===== src/rtl/mult_pkg.sv =====
// mult_pkg: shared FSM encodings and default timeout rule for multiplier monitoring
package mult_pkg;
    typedef enum logic [2:0] {IDLE, RUN, WAIT_A, WAIT_B, DONE, TOUT} state_t;
    function automatic int defaultMaxCycles(input int width);
        return 2 * width + 4;
    endfunction
endpackage


===== src/rtl/latency_capture.sv =====
// latency_capture: first-done detect and latency register for one channel
module latency_capture #(
    parameter int CNT_W = 4
) (
    input  logic             clk,
    input  logic             rst,
    input  logic             clear,
    input  logic             sample,
    input  logic             done,
    input  logic             fill,
    input  logic [CNT_W-1:0] cnt,
    output logic             hit,
    output logic             got,
    output logic [CNT_W-1:0] lat
);
    assign hit = sample && done && !got;
    // capture the first sampled done; a channel still missing at timeout reads all-ones
    always_ff @(posedge clk or posedge rst) begin
        if (rst) begin
            lat <= '0;
            got <= 1'b0;
        end else if (clear) begin
            lat <= '0;
            got <= 1'b0;
        end else if (hit) begin
            lat <= cnt;
            got <= 1'b1;
        end else if (fill && !got) begin
            lat <= '1;
        end
    end
endmodule


===== src/rtl/mult_latency_monitor.sv =====
// mult_latency_monitor: compares latency and result of two multipliers sharing one start
module mult_latency_monitor
    import mult_pkg::*;
#(
    parameter int WIDTH = 4,
    parameter int MAX_CYCLES = defaultMaxCycles(WIDTH),
    localparam int CNT_W = $clog2(MAX_CYCLES + 1)
) (
    input  logic               clk,
    input  logic               rst,
    input  logic               start,
    input  logic               doneA,
    input  logic               doneB,
    input  logic [2*WIDTH-1:0] productA,
    input  logic [2*WIDTH-1:0] productB,
    output logic               busy,
    output logic [CNT_W-1:0]   latA,
    output logic [CNT_W-1:0]   latB,
    output logic               timingLeak,
    output logic               timingLeakDone,
    output logic               mismatch,
    output logic               timeout
);
    localparam logic [CNT_W-1:0] CNT_MAX = CNT_W'(MAX_CYCLES);
    state_t state, stateNext;
    logic active, startOk, hitA, hitB, gotA, gotB, haveA, haveB, fill, finish;
    logic [CNT_W-1:0] cnt, cntNext;
    assign active = state inside {RUN, WAIT_A, WAIT_B};
    assign startOk = start && !active;
    assign cntNext = (cnt == CNT_MAX) ? cnt : cnt + 1'b1;
    assign haveA = gotA || hitA;
    assign haveB = gotB || hitB;
    assign fill = active && stateNext == TOUT;
    assign finish = stateNext inside {DONE, TOUT};
    latency_capture #(.CNT_W(CNT_W)) capA (
        .clk(clk), .rst(rst), .clear(startOk), .sample(active), .done(doneA),
        .fill(fill), .cnt(cntNext), .hit(hitA), .got(gotA), .lat(latA)
    );
    latency_capture #(.CNT_W(CNT_W)) capB (
        .clk(clk), .rst(rst), .clear(startOk), .sample(active), .done(doneB),
        .fill(fill), .cnt(cntNext), .hit(hitB), .got(gotB), .lat(latB)
    );
    // state register
    always_ff @(posedge clk or posedge rst) begin
        if (rst) state <= IDLE;
        else state <= stateNext;
    end
    // a completing done outranks the timeout landing in the same cycle
    always_comb begin
        stateNext = state;
        if (startOk) stateNext = RUN;
        else if (active)
            stateNext = (haveA && haveB) ? DONE :
                        (cntNext == CNT_MAX) ? TOUT :
                        haveA ? WAIT_B : haveB ? WAIT_A : RUN;
    end
    // counter and result flags, all registered and held after finishing
    always_ff @(posedge clk or posedge rst) begin
        if (rst) begin
            cnt <= '0;
            busy <= 1'b0;
            timingLeak <= 1'b0;
            timingLeakDone <= 1'b0;
            mismatch <= 1'b0;
            timeout <= 1'b0;
        end else if (startOk) begin
            cnt <= '0;
            busy <= 1'b1;
            timingLeak <= 1'b0;
            timingLeakDone <= 1'b0;
            mismatch <= 1'b0;
            timeout <= 1'b0;
        end else if (active) begin
            cnt <= cntNext;
            busy <= !finish;
            timingLeak <= timingLeak || (haveA != haveB);
            timingLeakDone <= finish;
            mismatch <= stateNext == DONE && productA != productB;
            timeout <= stateNext == TOUT;
        end
    end
endmodule


===== config.mk =====
export PLATFORM = sky130hd
export DESIGN_NAME = mult_latency_monitor
export DESIGN_NICKNAME = d
export VERILOG_FILES = /design/src/rtl/mult_pkg.sv /design/src/rtl/latency_capture.sv /design/src/rtl/mult_latency_monitor.sv
export SDC_FILE = /design/constraint.sdc
export NUM_CORES = 1
export LEC_CHECK = 0
export CORE_MARGIN = 4
export CORE_UTILIZATION = 31
export CTS_BUF_LIST = sky130_fd_sc_hd__clkbuf_2 sky130_fd_sc_hd__clkbuf_4 sky130_fd_sc_hd__clkbuf_8
export CTS_CLUSTER_DIAMETER = 100
export CTS_CLUSTER_SIZE = 14
export DETAILED_ROUTE_END_ITERATION = 12
export PLACE_DENSITY = 0.59
export SKIP_LAST_GASP = 1
export SYNTH_ARGS = -nofsm -noshare
export SYNTH_HDL_FRONTEND = slang
export SYNTH_SLANG_ARGS = --single-unit

===== constraint.sdc =====
create_clock -name clk -period 2.56 [get_ports clk]
set_input_delay 0.64 -clock clk [delete_from_list [all_inputs] [get_ports clk]]
set_output_delay 0.64 -clock clk [all_outputs]
set_load 0.03 [all_outputs]

==> results of run 1 <==
flip-flops by register name, summed over array words and instances (netlist names):
| name | flops |
|---|---|
| state | 3 |
| capA.lat | 4 |
| capA.got | 1 |
| timingLeakDone | 1 |
| busy | 1 |
| mismatch | 1 |
| timeout | 1 |
| timingLeak | 1 |
| capB.got | 1 |
| capB.lat | 4 |
| cnt | 4 |
synthesized netlist by cell type, drive strengths merged, types with 3 or more instances:
| cell type | number |
|---|---|
| nand2 | 4 |
| nor2 | 9 |
| o22a | 6 |
| o31ai | 3 |
| nand3 | 5 |
| nor3 | 4 |
| ha | 3 |
| o21ai | 6 |
| a31oi | 3 |
| dfrtp | 22 |
| a21oi | 6 |
| xnor2 | 9 |
| inv | 10 |
power by group through the flow:
stage          Combinational (mW)  Clock [mW]  Sequential [mW]
2_1_floorplan               0.622           0            0.784
3_3_place_gp                 1.19           0            0.636
3_5_place_dp                 1.20           0            0.644
4_1_cts                      1.20       0.334            0.637
5_1_grt                      1.30       0.349            0.654
6_report                     1.19       0.321            0.635
final cells by class:
cell class              count  area, sq um
clock buffers               3        41.29
clock inverters             1        30.03
fillers                   347         1982
inverters                  10        37.54
multi-input cells          80        576.8
flip-flops and latches     22        550.5
well taps                  48        60.06
repair buffers             40        382.9
how the worst max path moves through the flow:
stage | from | to | cells past startpoint
finish | cnt[0] | capA.lat[1] | 7
global route | cnt[0] | capA.lat[2] | 7
CTS | cnt[0] | capA.lat[1] | 7
detailed placement | start | capB.lat[0] | 6
global placement | start | capB.lat[0] | 6
floorplan | cnt[0] | capB.lat[1] | 7
kinds of logic (layout without fill, tap and decap cells):
group                      after synthesis  count (layout)
DFF                                     22              22
and+or+nand+nor                         30              30
adders and majority gates                3               3
buffers and inverters                   13              54
xor gates and xnor gates                 9               9
AOI/OAI and AO/OA                       37              37
muxes                                    1               1
metrics by stage:
step	cell area, sq um	instances	power (mW)	worst slack [ns]
6_report	1679	204	2.142	0.3017
5_1_grt	1679	204	2.308	0.1691
4_1_cts	1679	204	2.176	0.2824
3_5_place_dp	1608	200	1.845	0.2198
3_3_place_gp	1608	200	1.826	0.1964
2_1_floorplan	1181	115	1.406	0.5134
layer usage:
layer	share of wire	vias to the layer above	routed length (um)
li1	-	496	-
met1	0.42	483	1150
met2	0.52	27	1423
met3	0.047	2	129
met4	0.012	0	34
met5	0	-	0
==> flow_metrics.py, run 1 <==
metrics = {
    "worst_setup_path": {
        "start_kind": "flip-flop",
        "critPathRequiredTime_ns": 2.75,
        "endpoint_kind": "flip-flop",
        "worstRegToRegCells": 7,
        "path_class": "reg2reg",
        "critPathMaxFanout": 7,
        "arrival_ns": 2.44,
        "critPathMaxStageDelay_ns": 0.55,
        "crit_family": "compound AO/OA/AOI/OAI gates",
        "r2r_setup_slack_ns": 0.30,
        "crit_buf_inv": 1,
        "cp_slowest_cell": "or4_4",
        "rr_startpoint": "cnt[0]",
        "path_cells": "inv_1, ha_1, a21oi_1, a211oi_2, or4_4, o31ai_4, a2bb2oi_1",
        "r2r-end": "capA.lat[1]",
    },
    "pwr": {
        "p_sw_frac": 0.4171,
        "clkPwrFrac": 0.150,
        "power_switching_mw": 0.8934,
        "p_comb_frac": 0.554,
        "power.density_mw_per_mm2": 1276,
        "ir_drop_v": 0.0004017,
        "p_leak_nw": 0.7045,
        "p_int_mw": 1.249,
        "sequentialPowerShare": 0.297,
    },
    "placed_design": {
        "gp_congestion": 0.8199,
        "hpwl_um": 2214,
        "numPortBuffers": 33,
    },
    "synthesis": {
        "ys_top_cells_by_area": "dfrtp_1 (47%), xnor2_1 (6.7%), o22a_1 (4.4%)",
        "syn-num-nets": 139,
        "synth_cell_types": 37,
        "synth_fa_ha_area_frac": 0.03178,
        "synth_edf_count": 0,
        "yosysSeqAreaShare": 0.4661,
        "synthArstFlopShare": 1.000,
        "synth_top_cell_by_area": "dfrtp_1",
        "syn_inst": 115,
        "synth_compound_area_frac": 0.2489,
        "ys_warn_count": 0,
        "syn-cell-area_sq_mm": 0.001181,
        "synth_seq_cells": 22,
        "synthMuxAreaShare": 0.008475,
        "netlist.area_leader.share": 0.4661,
        "synth_top_family_by_area": "compound AO/OA/AOI/OAI gates",
        "synth-simple-area-share": 0.1324,
        "synth_xor_area_frac": 0.06674,
        "ys.flop_type": "dfrtp_1",
        "postSynthAreaPerCell_sq_um": 10.27,
    },
    "cts": {
        "cts_sinks": 22,
        "ctsResizeCount": 0,
        "post_cts_buffers": 0,
        "cts_tree": "yes",
        "clock_latency_ns": 0.26,
        "clockBufferDepth": 2,
        "h-tree-depth": 1,
        "numCtsBuffers": 3,
        "cts_root_buffer": "clkbuf_8",
        "clk_pin_slew_ns": 0.08,
        "postCtsHoldBufs": 0,
    },
    "min_path": {
        "hold_start": "timingLeakDone",
        "hold_path_depth": 1,
        "hold_end": "timingLeakDone",
        "hp-class": "reg2reg",
    },
    "layout": {
        "final_cell_mix": "clkdlybuf4s50_1 (33), dfrtp_1 (22), inv_1 (10)",
        "drive_gt1_frac": 0.1090,
        "final_util": 0.4586,
        "diodes": 0,
        "areaGrowthSynthToFinish_pct": 42.16,
        "fin_nets": 181,
        "final_common_cell": "clkdlybuf4s50_1",
    },
    "die": {
        "core.rowCount": 22,
        "ios": 34,
        "die_area_sq_mm": 0.004862,
        "coreArea_sq_mm": 0.003661,
        "die_h_um": 69.73,
        "die_w_um": 69.73,
        "initial_core_util": 0.3226,
    },
    "global_routing": {
        "grt_usage": 0.1232,
        "top_usage_layer": "met2",
        "antenna_found_initial": 0,
        "met1_usage": 0.1412,
        "grt.overflow.total": 0,
        "grt_pass1_wl_um": 4836,
        "grt_use_met3": 0.02899,
        "grt_pass1_vias": 1124,
        "met2_usage": 0.2182,
        "grt_max_degree": 23,
    },
    "drt": {
        "routed_via_density": 4.941,
        "dr.pass1.iters": 4,
        "drtIter0Drc": 37,
        "vias": 1008,
        "routed_wl_um": 2738,
        "drc": 0,
        "wire_per_inst_um": 13.42,
        "postRouteAntennaNets": 0,
    },
    "timing": {
        "fin_tns_setup_ns": 0,
        "hold_viol_final": 0,
        "finalCritPeriodShare": 0.8821,
        "layout_min_cycle_time_ns": 2.258,
        "rsz0062_at_grt": "false",
        "setup_violations": 0,
        "fmax_mhz": 442.8,
        "skew_ns": 0.007263,
        "whs_ns": 0.4868,
        "drv_slew": 0,
        "relSlewSlack": 0.6038,
        "worst_pin_slew_ns": 0.5915,
    },
    "job": {
        "cap_violations": 0,
    },
    "status": {
        "status": "complete, no violations",
    },
}
Power figures use the tool's default switching activity.
==> run 2, diff against run 1 <==
--- a/config.mk
+++ b/config.mk
@@ -5,13 +5,14 @@
 export SDC_FILE = /design/constraint.sdc
 export NUM_CORES = 1
 export LEC_CHECK = 0
+export ABC_AREA = 1
 export CORE_MARGIN = 4
 export CORE_UTILIZATION = 31
 export CTS_BUF_LIST = sky130_fd_sc_hd__clkbuf_2 sky130_fd_sc_hd__clkbuf_4 sky130_fd_sc_hd__clkbuf_8
 export CTS_CLUSTER_DIAMETER = 100
 export CTS_CLUSTER_SIZE = 14
 export DETAILED_ROUTE_END_ITERATION = 12
-export PLACE_DENSITY = 0.59
+export PLACE_DENSITY = 0.58
 export SKIP_LAST_GASP = 1
 export SYNTH_ARGS = -nofsm -noshare
 export SYNTH_HDL_FRONTEND = slang
==> run 2 against run 1 <==
Effect of this change: first-iteration DRC count grew 97%; critical path depth grew 6; cell count grew 22%; highest routed layer unchanged; count of clock-buffer cells in the layout increased by 1; sequential power down 3.8%; fmax increased by 6.4%; sequential cell count is the same; critical path type is now in2reg; largest power group unchanged; worst setup slack better by 0.14 ns; synthesized area grew 11%.
==> flow_metrics.py, run 2 <==
metrics = {
    "timing": {
        "worst_pin_slew_ns": 0.3180,
        "relSlewSlack": 0.7873,
        "layout_min_cycle_time_ns": 2.123,
        "drv_slew": 0,
        "setup_violations": 0,
        "whs_ns": 0.4706,
        "fmax_mhz": 471.1,
        "fin_tns_setup_ns": 0,
        "rsz0062_at_grt": "false",
        "setup_ws_ns": 0.4373,
        "skew_ns": 0.003283,
        "hold_viol_final": 0,
        "finalCritPeriodShare": 0.8292,
    },
    "min_path": {
        "hp-class": "reg2reg",
        "hold_start": "capB.lat[0]",
    },
    "synthesis": {
        "synth_edf_count": 0,
        "ys.flop_type": "dfrtp_1",
        "netlist.area_leader.share": 0.4190,
        "synth_seq_cells": 22,
        "syn-num-nets": 184,
        "synthArstFlopShare": 1.000,
        "synth.most_common_cell": "nand2_1",
        "synth_cell_types": 24,
        "synthTopCellsByCount": "nand2_1 (53), dfrtp_1 (22), nand3_1 (18)",
        "syn_inst": 160,
        "ys_warn_count": 0,
        "postSynthAreaPerCell_sq_um": 8.211,
        "syn-cell-area_sq_mm": 0.001314,
        "synth_top_cell_by_area": "dfrtp_1",
        "ys_top_cells_by_area": "dfrtp_1 (42%), nand2_1 (15%), nand3_1 (6.9%)",
        "yosysSeqAreaShare": 0.4190,
    },
    "die": {
        "ios": 34,
        "die_h_um": 73.10,
        "die_w_um": 73.10,
        "coreArea_sq_mm": 0.004058,
        "die_area_sq_mm": 0.005344,
        "initial_core_util": 0.3238,
        "core.rowCount": 23,
    },
    "pwr": {
        "power_switching_mw": 1.173,
        "sequentialPowerShare": 0.257,
        "ir_drop_v": 0.0004479,
        "power.density_mw_per_mm2": 1344,
        "p_comb_frac": 0.637,
        "p_int_mw": 1.206,
        "p_sw_frac": 0.4931,
        "clkPwrFrac": 0.107,
        "p_leak_nw": 0.8476,
    },
    "layout": {
        "final_util": 0.4360,
        "drive_gt1_frac": 0.1364,
        "largest_registers": "capA.lat x4, capB.lat x4, cnt x4",
        "final_common_cell": "nand2_1",
        "areaGrowthSynthToFinish_pct": 34.67,
        "fin_nets": 223,
        "diodes": 0,
        "final_cell_mix": "nand2_1 (53), clkdlybuf4s50_1 (33), dfrtp_1 (22)",
        "fillers": 427,
    },
    "worst_setup_path": {
        "crit_end": "capB.lat[1]",
        "path_class": "in2reg",
        "worstRegToRegCells": 14,
        "arrival_ns": 2.28,
        "critPathMaxFanout": 5,
        "critPathLaunch": "doneA",
        "rr_startpoint": "cnt[0]",
        "start_kind": "primary input",
        "r2r-end": "capB.lat[1]",
        "r2r_setup_slack_ns": 0.60,
        "critPathRequiredTime_ns": 2.72,
        "endpoint_kind": "flip-flop",
    },
    "cts": {
        "cts_root_buffer": "clkbuf_8",
        "numCtsBuffers": 3,
        "post_cts_buffers": 0,
        "clock_latency_ns": 0.26,
        "cts_sinks": 22,
        "clk_pin_slew_ns": 0.08,
        "h-tree-depth": 1,
        "postCtsHoldBufs": 0,
        "cts_tree": "yes",
        "ctsResizeCount": 0,
        "clockBufferDepth": 2,
    },
    "placed_design": {
        "hpwl_um": 2375,
        "place_ws_ns": 0.1354,
        "gp_congestion": 0.7916,
        "numPortBuffers": 33,
    },
    "drt": {
        "wire_per_inst_um": 11.96,
        "drc": 0,
        "routed_wl_um": 2966,
        "vias": 1140,
        "drtIter0Drc": 73,
        "dr.pass1.iters": 4,
        "routed_via_density": 4.597,
        "postRouteAntennaNets": 0,
    },
    "global_routing": {
        "grt_max_degree": 23,
        "grt.overflow.total": 0,
        "antenna_found_initial": 0,
        "grt_pass1_wl_um": 5368,
        "grt_usage": 0.1292,
        "grt_pass1_vias": 1182,
    },
    "job": {
        "cap_violations": 0,
    },
    "status": {
        "status": "complete, no violations",
    },
}
run 2: changes by cell type after synthesis, sizes merged, moves of 3 or more:
cell,before,now
o31ai,3,0
nand3,5,19
xor2,0,8
nand2,4,61
nor3,4,0
xnor2,9,0
inv,10,20
a31oi,3,0
o22a,6,0
run 2: cells by family (layout without fill, tap and decap cells):
logic type / Yosys count / count (layout) / share of synthesized area
compound gates: 14 / 14 / 0.06953
xor+xnor: 8 / 8 / 0.05334
fa+ha+maj: 3 / 3 / 0.02857
buf+inv: 20 / 58 / 0.06095
flops: 22 / 22 / 0.4190
simple gates: 93 / 93 / 0.3686
run 2: worst max-delay path: stages:
cell and delay [ns]:
clkdlybuf4s50_1 0.48, nand3_1 0.09, nand2_1 0.11, ha_1 0.22, nor2_1 0.07, nand2_2 0.09
nand2_4 0.07, nor2_8 0.13, nand4_4 0.11, nand2_4 0.11, nand2_4 0.06, nand2_1 0.05
nand2_1 0.04
run 2: routing by layer:
layer | vias up | share of wire | GRT usage
li1 | 592 | - | -
met1 | 509 | 0.47 | 0.1715
met2 | 35 | 0.47 | 0.2095
met3 | 4 | 0.055 | 0.02893
met4 | 0 | 0.0067 | 0.03689
met5 | - | 0 | 0
run 2: final cells by class:
type / instances / area [sq um] / area share
sequential: 22 / 550.5 / 0.3112
tap: 50 / 62.56 / 0.03536
timing repair buffer: 34 / 337.8 / 0.1909
clock buffer: 4 / 55.05 / 0.03112
multi-input combinational: 118 / 683.2 / 0.3861
inverter: 20 / 80.08 / 0.04526
run 2: through the flow:
stage	cell area, sq um	std cells	total power [mW]
floorplan	1314	160	1.703
global placement	1714	244	2.129
detailed placement	1714	244	2.147
CTS	1769	248	2.409
global route	1769	248	2.618
finish	1769	248	2.378
run 2: worst min path at each step:
stage	endpoint	slack [ns]	depth (start not counted)
final	capB.lat[0]	0.47	2
after global routing	capB.lat[1]	0.52	2
after CTS	capB.lat[0]	0.48	2
after detailed placement	capB.lat[0]	0.46	2
after global placement	capB.lat[1]	0.46	2
after floorplan	capA.got	0.52	2
run 2: power groups by stage:
stage	logic, mW	clock network, mW	registers, mW
4_1_cts	1.54	0.260	0.614
2_1_floorplan	0.908	0	0.795
3_5_place_dp	1.53	0	0.620
3_3_place_gp	1.51	0	0.616
6_report	1.51	0.254	0.611
5_1_grt	1.70	0.278	0.636
==> run 3, diff against run 2 <==
==> constraint.sdc (replaced) <==
create_clock -name clk -period 2 [get_ports clk]
set_input_delay 0.5 -clock clk [delete_from_list [all_inputs] [get_ports clk]]
set_output_delay 0.5 -clock clk [all_outputs]
set_load 0.03 [all_outputs]
==> run 3 against run 2 <==
Effect of this change: die area did not move; utilization up 4.6 points; non-clock buffer count grew 13; largest cell class unchanged; largest power group unchanged.
==> flow_metrics.py, run 3 (same netlist as run 2, synthesis figures left out) <==
metrics = {
    "status": {
        "status": "complete, no violations",
    },
    "timing": {
        "hold_viol_final": 0,
        "rsz0062_at_grt": "true",
        "finalCritPeriodShare": 0.9834,
        "fmax_mhz": 508.4,
        "setup_violations": 0,
        "drv_slew": 0,
        "relSlewSlack": 0.7893,
        "skew_ns": 0.0008898,
        "layout_min_cycle_time_ns": 1.967,
        "worst_pin_slew_ns": 0.3151,
    },
    "worst_setup_path": {
        "r2r-end": "capB.lat[2]",
        "path_common_cell": "nand2_4",
        "path_class": "reg2reg",
        "start_kind": "flip-flop",
        "critPathRequiredTime_ns": 2.16,
        "crit_buf_inv": 1,
        "path_cells": "buf_6, ha_4, nand2_2, nand2_2, a21oi_2, nand3_4, nand2_4, nand2_4, nor2_8, nand4_4, nand2_4, nand2_4, nand2_1, nand2_1",
        "worstRegToRegCells": 14,
        "r2r_setup_slack_ns": 0.03,
        "critPathMaxFanout": 5,
        "crit_family": "simple AND/OR/NAND/NOR gates",
        "cp_slowest_cell": "dfrtp_1",
        "critPathLaunch": "cnt[0]",
        "endpoint_kind": "flip-flop",
        "rr_startpoint": "cnt[0]",
        "arrival_ns": 2.13,
        "critPathMaxStageDelay_ns": 0.44,
    },
    "pwr": {
        "p_int_mw": 1.800,
        "clkPwrFrac": 0.094,
        "p_leak_nw": 0.9140,
        "sequentialPowerShare": 0.233,
        "power.density_mw_per_mm2": 1745,
        "p_sw_frac": 0.4721,
        "p_comb_frac": 0.673,
        "ir_drop_v": 0.0005670,
        "power_switching_mw": 1.610,
    },
    "layout": {
        "diodes": 0,
        "final_util": 0.4817,
        "largest_registers": "capA.lat x4, capB.lat x4, cnt x4",
        "seq_area_sq_um": 550.5,
        "drive_gt1_frac": 0.2654,
        "areaGrowthSynthToFinish_pct": 48.76,
        "multi_input_area_sq_um": 767.0,
        "fin_nets": 236,
        "fillers": 402,
        "final_cell_mix": "nand2_1 (45), clkdlybuf4s50_1 (33), dfrtp_1 (22)",
        "final_common_cell": "nand2_1",
        "stdcell_area_sq_mm": 0.001954,
    },
    "global_routing": {
        "grt_pass1_vias": 1121,
        "grt_max_degree": 23,
        "grt_usage": 0.1213,
        "antenna_found_initial": 0,
        "grt_pass1_wl_um": 5002,
        "grt.overflow.total": 0,
    },
    "drt": {
        "drtIter0Drc": 51,
        "dr.pass1.iters": 4,
        "vias": 1183,
        "wire_per_inst_um": 11.94,
        "routed_wl_um": 3117,
        "drc": 0,
        "postRouteAntennaNets": 0,
        "routed_via_density": 4.533,
    },
    "job": {
        "cap_violations": 0,
    },
    "min_path": {
        "hold_end": "capB.lat[2]",
        "hold_path_depth": 2,
        "hold_start": "capB.lat[2]",
        "hp-class": "reg2reg",
    },
    "placed_design": {
        "hpwl_um": 2389,
        "gp_congestion": 0.7754,
        "dpl_cell_area_sq_mm": 0.001774,
        "numPortBuffers": 33,
    },
    "cts": {
        "clockBufferDepth": 2,
        "cts_tree": "yes",
        "cts_sinks": 22,
        "clock_latency_ns": 0.26,
        "cts_root_buffer": "clkbuf_8",
        "clk_pin_slew_ns": 0.08,
        "postCtsHoldBufs": 0,
        "numCtsBuffers": 3,
        "h-tree-depth": 1,
    },
    "die": {
        "core.rowCount": 23,
        "initial_core_util": 0.3238,
        "coreArea_sq_mm": 0.004058,
        "die_h_um": 73.10,
        "die_area_sq_mm": 0.005344,
        "die_w_um": 73.10,
        "ios": 34,
    },
}
==> run 3: cell count changes in the layout (fill, tap and decap cells not counted), moves of 3 or more <==
cell,previous run,this run
nand2_1,53,45
ha_4,0,3
nand2_2,3,10
buf_4,1,13
ha_1,3,0
==> run 3: how the worst max path moves through the flow <==
stage / endpoint / slack (ns) / cells past startpoint
after global placement: capA.lat[1] / -0.22 / 12
after floorplan: capB.lat[0] / 0.22 / 14
final: capB.lat[2] / 0.03 / 14
after detailed placement: capB.lat[1] / -0.24 / 13
after CTS: capB.lat[1] / 0.02 / 14
after global routing: capB.lat[2] / -0.06 / 14
==> run 3: tightest hold or removal path: stages, from the launching register on <==
cell and delay (ns):
dfrtp_1 0.35, nand2_1 0.06, nand2_1 0.05
==> run 3: what timing repair did <==
item / CTS / global route
setup endpoints to repair: 0 / 11
resized for setup: 0 / 22
setup buffers: 0 / 5
==> run 3: routing by layer <==
layer	vias up	routed length, um	global-route usage
li1	617	-	-
met1	530	1315	0.1447
met2	34	1555	0.2095
met3	2	228	0.04270
met4	0	18	0.02459
met5	-	0	0
==> run 3: cell type report <==
cell class,count,share of cell area
clock buffers,4,0.02817
inverters,20,0.04097
multi-input cells,118,0.3924
flip-flops and latches,22,0.2817
well taps,50,0.03201
repair buffers,47,0.2247
==> run 3: power by group through the flow <==
stage / Combinational [mW] / Sequential [mW] / Clock [mW]
after floorplan: 1.16 / 1.02 / 0
after global placement: 2.07 / 0.786 / 0
after detailed placement: 2.07 / 0.788 / 0
after CTS: 2.08 / 0.780 / 0.335
after global routing: 2.54 / 0.814 / 0.349
final: 2.29 / 0.795 / 0.321
==> run 3: through the flow <==
stage,instances,hold WS [ns],power (mW),setup TNS [ns],setup slack (ns)
2_1_floorplan,160,0.4892,2.180,0,0.2236
3_3_place_gp,252,0.4621,2.853,-1.928,-0.2216
3_5_place_dp,252,0.4571,2.862,-2.144,-0.2376
4_1_cts,256,0.4784,3.198,0,0.01871
5_1_grt,261,0.4941,3.699,-0.3090,-0.06280
6_report,261,0.4836,3.409,0,0.03315
